**src/rtl/instr_loader_pkg.sv**
```systemverilog
// Shared constants, instruction encodings and loader state type.
package instr_loader_pkg;

  localparam logic RESET = 1'b0;

  localparam int unsigned BYTE_W = 8;
  localparam int unsigned WORD_W = 32;

  localparam logic [WORD_W-1:0] NOOP       = 32'h0000_0013;
  localparam logic [WORD_W-1:0] HALT_INSTR = 32'h0000_0063;

  typedef enum logic [2:0] {
    CLEAR,
    RECEIVE,
    DRAIN,
    HALT,
    DONE
  } loader_state_t;

endpackage

```
**src/rtl/instr_loader_byte_packer.sv**
```systemverilog
// Packs little-endian stream bytes into 32-bit words; word/valid are combinational
// so the loader can register the memory write on the same edge the byte is taken.
module byte_packer
  import instr_loader_pkg::*;
(
  input  logic              clk,
  input  logic              rst,
  input  logic              i_push,
  input  logic [BYTE_W-1:0] i_byte,
  input  logic              i_last,
  input  logic              i_flush,
  output logic              o_word_valid,
  output logic [WORD_W-1:0] o_word,
  output logic              o_partial
);

  logic [1:0]        r_idx;
  logic [WORD_W-1:0] r_word;
  logic [4:0]        w_shift;

  assign w_shift      = {r_idx, 3'b000};
  assign o_word       = r_word | (WORD_W'(i_byte) << w_shift);
  assign o_word_valid = i_push && ((r_idx == 2'd3) || i_last);
  assign o_partial    = o_word_valid && (r_idx != 2'd3);

  // Byte index and accumulated lower bytes; cleared whenever a word is emitted.
  always_ff @(posedge clk) begin
    if (rst == RESET || i_flush) begin
      r_idx  <= 2'd0;
      r_word <= '0;
    end else if (i_push) begin
      if (o_word_valid) begin
        r_idx  <= 2'd0;
        r_word <= '0;
      end else begin
        r_idx  <= r_idx + 2'd1;
        r_word <= o_word;
      end
    end
  end

endmodule

```
**src/rtl/instr_loader.sv**
```systemverilog
// Boot loader: clears imem to NOOP, loads a byte stream, writes a halt into the
// last word, then releases the core.
module instr_loader
  import instr_loader_pkg::*;
#(
  parameter int unsigned INSTR_ADDRESS_WIDTH = 5,
  parameter int unsigned CPU_DATA_WIDTH      = 32
) (
  input  logic                           clk,
  input  logic                           rst,
  input  logic                           s_valid,
  output logic                           s_ready,
  input  logic [BYTE_W-1:0]              s_data,
  input  logic                           s_last,
  output logic                           imem_we,
  output logic [INSTR_ADDRESS_WIDTH-1:0] imem_addr,
  output logic [CPU_DATA_WIDTH-1:0]      imem_wdata,
  output logic                           cpu_rst,
  output logic                           done,
  output logic                           err_overflow,
  output logic                           err_misaligned
);

  localparam logic [INSTR_ADDRESS_WIDTH-1:0] LAST_ADDR = '1;

  loader_state_t                  r_state;
  logic [INSTR_ADDRESS_WIDTH-1:0] r_waddr;

  logic              w_accept;
  logic              w_at_cap;
  logic              w_push;
  logic              w_flush;
  logic              w_word_valid;
  logic              w_partial;
  logic [WORD_W-1:0] w_word;

  assign w_accept = s_valid && s_ready;
  assign w_at_cap = (r_waddr == LAST_ADDR);
  assign w_push   = w_accept && (r_state == RECEIVE) && !w_at_cap;
  assign w_flush  = (r_state != RECEIVE);

  byte_packer u_packer (
    .clk          (clk),
    .rst          (rst),
    .i_push       (w_push),
    .i_byte       (s_data),
    .i_last       (s_last),
    .i_flush      (w_flush),
    .o_word_valid (w_word_valid),
    .o_word       (w_word),
    .o_partial    (w_partial)
  );

  // Loader FSM with registered memory port, handshake and status outputs.
  always_ff @(posedge clk) begin
    if (rst == RESET) begin
      r_state        <= CLEAR;
      r_waddr        <= '0;
      s_ready        <= 1'b0;
      imem_we        <= 1'b0;
      imem_addr      <= '0;
      imem_wdata     <= '0;
      cpu_rst        <= RESET;
      done           <= 1'b0;
      err_overflow   <= 1'b0;
      err_misaligned <= 1'b0;
    end else begin
      imem_we <= 1'b0;
      case (r_state)
        CLEAR: begin
          // r_waddr doubles as the clear counter and wraps back to 0 for loading
          imem_we    <= 1'b1;
          imem_addr  <= r_waddr;
          imem_wdata <= CPU_DATA_WIDTH'(NOOP);
          r_waddr    <= r_waddr + INSTR_ADDRESS_WIDTH'(1);
          if (w_at_cap) r_state <= RECEIVE;
        end
        RECEIVE: begin
          s_ready <= 1'b1;
          if (w_accept) begin
            if (w_at_cap) begin
              err_overflow <= 1'b1;
              if (s_last) begin
                imem_we    <= 1'b1;
                imem_addr  <= LAST_ADDR;
                imem_wdata <= CPU_DATA_WIDTH'(HALT_INSTR);
                s_ready    <= 1'b0;
                r_state    <= DONE;
              end else begin
                r_state <= DRAIN;
              end
            end else if (w_word_valid) begin
              imem_we    <= 1'b1;
              imem_addr  <= r_waddr;
              imem_wdata <= CPU_DATA_WIDTH'(w_word);
              r_waddr    <= r_waddr + INSTR_ADDRESS_WIDTH'(1);
              if (w_partial) err_misaligned <= 1'b1;
              if (s_last) begin
                s_ready <= 1'b0;
                r_state <= HALT;
              end
            end
          end
        end
        DRAIN: begin
          if (w_accept && s_last) begin
            imem_we    <= 1'b1;
            imem_addr  <= LAST_ADDR;
            imem_wdata <= CPU_DATA_WIDTH'(HALT_INSTR);
            s_ready    <= 1'b0;
            r_state    <= DONE;
          end
        end
        HALT: begin
          imem_we    <= 1'b1;
          imem_addr  <= LAST_ADDR;
          imem_wdata <= CPU_DATA_WIDTH'(HALT_INSTR);
          r_state    <= DONE;
        end
        DONE: begin
          done    <= 1'b1;
          cpu_rst <= ~RESET;
        end
        default: r_state <= CLEAR;
      endcase
    end
  end

endmodule

```
**config.mk**
```make
export PLATFORM = sky130hd
export DESIGN_NAME = instr_loader
export DESIGN_NICKNAME = d
export VERILOG_FILES = /design/src/rtl/instr_loader_pkg.sv /design/src/rtl/instr_loader_byte_packer.sv /design/src/rtl/instr_loader.sv
export SDC_FILE = /design/constraint.sdc
export NUM_CORES = 1
export LEC_CHECK = 0
export ABC_AREA = 0
export BUFFER_PORTS_ARGS = -buffer_cell sky130_fd_sc_hd__buf_2
export CAP_MARGIN = 10
export CORE_AREA = 2 2 83 85
export DETAILED_ROUTE_END_ITERATION = 12
export DIE_AREA = 0 0 85 87
export GPL_TIMING_DRIVEN = 0
export HOLD_SLACK_MARGIN = 0.1
export PLACE_DENSITY = 0.78
export SLEW_MARGIN = 20
export SYNTH_ARGS = -nofsm -noshare
export SYNTH_HDL_FRONTEND = slang
export SYNTH_SLANG_ARGS = --single-unit
```
**constraint.sdc**
```tcl
create_clock -name clk -period 3.3 [get_ports clk]
set_input_delay 0.33 -clock clk [delete_from_list [all_inputs] [get_ports clk]]
set_output_delay 0.33 -clock clk [all_outputs]
set_load 0.01 [all_outputs]
```
==> impl_metrics.env <==
export IMPL_status="completed"
export IMPL_area_growth_pct=14.1
export IMPL_pwr_share_seq=0.577
export IMPL_dp_slack_ns=0.571
export IMPL_synth_seq_cells=84
export IMPL_end_kind="flop"
export IMPL_yosysSeqAreaShare=0.470
export IMPL_period_needed_ns=2.83
export IMPL_grt_overflow_total=0
export IMPL_finish_utilization=0.622
export IMPL_rows=30
export IMPL_drt_iter0_markers=260
export IMPL_pwr_share_clk=0.391
export IMPL_synth_area_top_cells="dfxtp_1, mux2i_1, a21oi_1"
export IMPL_grt_pass1_wl_um=13800
export IMPL_placed_cells=533
export IMPL_layout_commonest_cell="dfxtp_1"
export IMPL_wl_per_cell_um=15.1
export IMPL_core_um2=6570
export IMPL_worst_pin_slew_ns=0.656
export IMPL_grt_start_max_net_pins=16
export IMPL_dieArea_um2=7400
export IMPL_cts_tree="yes"
export IMPL_final_layout_size_suffix_gt1_frac=0.188
export IMPL_antenna_found_initial=0
export IMPL_place_gp_congestion=0.856
export IMPL_grt_usage=0.236
export IMPL_cp_max_fo=10
export IMPL_p_leak_nw=1.72
export IMPL_seqCellArea_um2=1680
export IMPL_nNetsFinal=479
export IMPL_intPower_w=0.00134
export IMPL_cts_reportedPaths_clkPinSlew_ns=0.09
export IMPL_pin_count=55
export IMPL_holdBufCountCts=0
export IMPL_synth_nets=424
export IMPL_synth_edff_count=0
export IMPL_multi_input_area_um2=1680
export IMPL_dr_pass1_iters=5
export IMPL_syn_inst=409
export IMPL_setup_slack_ns=0.465
export IMPL_ys_types=49
export IMPL_yosysTopAreaCellShare=0.470
export IMPL_synth_area_per_cell_um2=8.75
export IMPL_timing_critical_path_cells="ha_1, and3_1, ha_1, nor4b_1, nand3_1, nand2b_1, clkbuf_1, buf_2, nor2_1"
export IMPL_timing_final_crit_share=0.859
export IMPL_cp_start_kind="flop"
export IMPL_crit_required_ns=3.55
export IMPL_crit_type="flop to flop"
export IMPL_cts_root_buf="clkbuf_8"
export IMPL_finalHoldViolCount=0
export IMPL_dr_total_vias=3134
export IMPL_synth_top_area_cell="dfxtp_1"
export IMPL_via_per_inst=5.71
export IMPL_synthFlopType="dfxtp_1"
export IMPL_synth_async_reset_ratio=0
export IMPL_cts_resized=0
export IMPL_die_w_um=85
export IMPL_placed_cell_area_um2=3900
export IMPL_cp_arrival_ns=3.08
export IMPL_fin_skew_ns=0.0130
export IMPL_setup_viol=0
export IMPL_fin_setup_tns_ns=0
export IMPL_drc=0
export IMPL_antennaDiodeCount=0
export IMPL_start_util=0.545
export IMPL_first_global_vias=2873
export IMPL_cpPeakStageDelay_ns=0.56
export IMPL_clock_sinks=84
export IMPL_crit_top_cell="ha_1"
export IMPL_slew_viol_final=0
export IMPL_max_freq_mhz=353
export IMPL_drv_cap=0
export IMPL_drt_total_wl_um=8290
export IMPL_instances_no_fill=549
export IMPL_post_cts_buffers=0
export IMPL_pwr_share_comb=0.031
export IMPL_p_per_area_nw_per_um2=435
export IMPL_netlist_area_um2=3580
export IMPL_ant_nets=0
export IMPL_clk_path_buf_depth=2
export IMPL_synth_warnings=0
export IMPL_portBuffers=44
export IMPL_insertion_delay_ns=0.36
export IMPL_cts_max_level=3
export IMPL_rsz0062_at_grt="false"
export IMPL_min_path_type="input port to flop"
export IMPL_hpwl_um=5830
export IMPL_cts_buffers=9
export IMPL_switchingPower_w=0.000437
export IMPL_nFillCells=586
export IMPL_die_y_um=87
export IMPL_crit_slowest_cell="nor4b_1"
export IMPL_relSlewSlack=0.562
export IMPL_fin_area_um2=4080
export IMPL_irDropWorstVdd_v=0.000294
export IMPL_p_sw_frac=0.246
export IMPL_layout_common_cells="dfxtp_1, buf_2, nand2_1, nor2_1, a21oi_1"
power groups by stage:
stage          Sequential (W)  Combinational, W  Clock (W)
2_1_floorplan         0.00105         0.0000345          0
6_report              0.00103         0.0000559   0.000695
3_3_place_gp          0.00105         0.0000544          0
3_5_place_dp          0.00105         0.0000554          0
4_1_cts               0.00103         0.0000554   0.000704
5_1_grt               0.00103         0.0000614   0.000748
worst paths after layout:
path                                     start                   to  slack (ns)  depth (start not counted)
worst max-delay path                r_waddr[0]  u_packer.r_word[27]        0.47                          9
worst min-delay path                   s_valid              s_ready        0.35                          4
worst max register to register      r_waddr[0]  u_packer.r_word[27]        0.47                          9
worst min register to register  imem_wdata[27]       imem_wdata[27]        0.46                          2
cell families (layout without fill, tap and decap cells):
logic type                 after synthesis  in the layout  share of synthesized area
and+or+nand+nor                        143            143                      0.180
AOI/OAI and AO/OA                      101            101                      0.187
DFF                                     84             84                      0.470
buffers and inverters                   45            105                     0.0612
muxes                                   29             29                     0.0818
xor gates and xnor gates                 4              4                    0.00979
adders and majority gates                3              3                     0.0105
critical path, delay by kind of cell, from the launching register on:
family        cells  cell delay (ns)
buf+inv           2             0.56
flops             1             0.36
simple gates      5             1.34
fa+ha+maj         2             0.48
synth_stat cells, types with 2 or more instances:
| cell | instances |
|---|---|
| a2111o_1 | 2 |
| a211oi_1 | 5 |
| a21o_1 | 17 |
| a21oi_1 | 41 |
| and3_1 | 14 |
| buf_1 | 7 |
| buf_2 | 9 |
| buf_4 | 2 |
| buf_6 | 2 |
| clkbuf_1 | 20 |
| dfxtp_1 | 84 |
| ha_1 | 3 |
| inv_1 | 4 |
| mux2_2 | 2 |
| mux2i_1 | 27 |
| nand2_1 | 53 |
| nand2b_1 | 2 |
| nand3_1 | 10 |
| nor2_1 | 45 |
| nor2b_1 | 4 |
| nor3_1 | 5 |
| o21ai_0 | 15 |
| o221a_2 | 5 |
| o32ai_1 | 3 |
| or3_1 | 2 |
| xnor2_1 | 2 |
| xor2_1 | 2 |
routing by layer:
metal  track usage  part of all wire
met5             0                 0
met4         0.107             0.023
met3        0.0436             0.066
met2         0.372              0.46
met1         0.315              0.45
metrics by stage:
stage / hold WS (ns) / power [W]
3_5_place_dp: 0.448 / 0.00110
3_3_place_gp: 0.442 / 0.00110
5_1_grt: 0.376 / 0.00184
4_1_cts: 0.356 / 0.00179
6_report: 0.350 / 0.00178
2_1_floorplan: 0.432 / 0.00109
cell type report:
| class | instances | share of cell area |
|---|---|---|
| timing repair buffer | 44 | 0.0539 |
| multi-input combinational | 280 | 0.411 |
| clock inverter | 6 | 0.0113 |
| tap | 80 | 0.0245 |
| inverter | 4 | 0.00368 |
| sequential | 84 | 0.412 |
| clock buffer | 10 | 0.0337 |
| buffer | 41 | 0.0499 |
state kept, by name (all words and copies together), names as in the netlist:
signal,cells
imem_we,1
s_ready,1
r_waddr,5
err_overflow,1
imem_addr,5
done,1
err_misaligned,1
r_state,3
u_packer.r_idx,2
imem_wdata,32
u_packer.r_word,32
No activity file was read; power rests on OpenSTA's default activity.
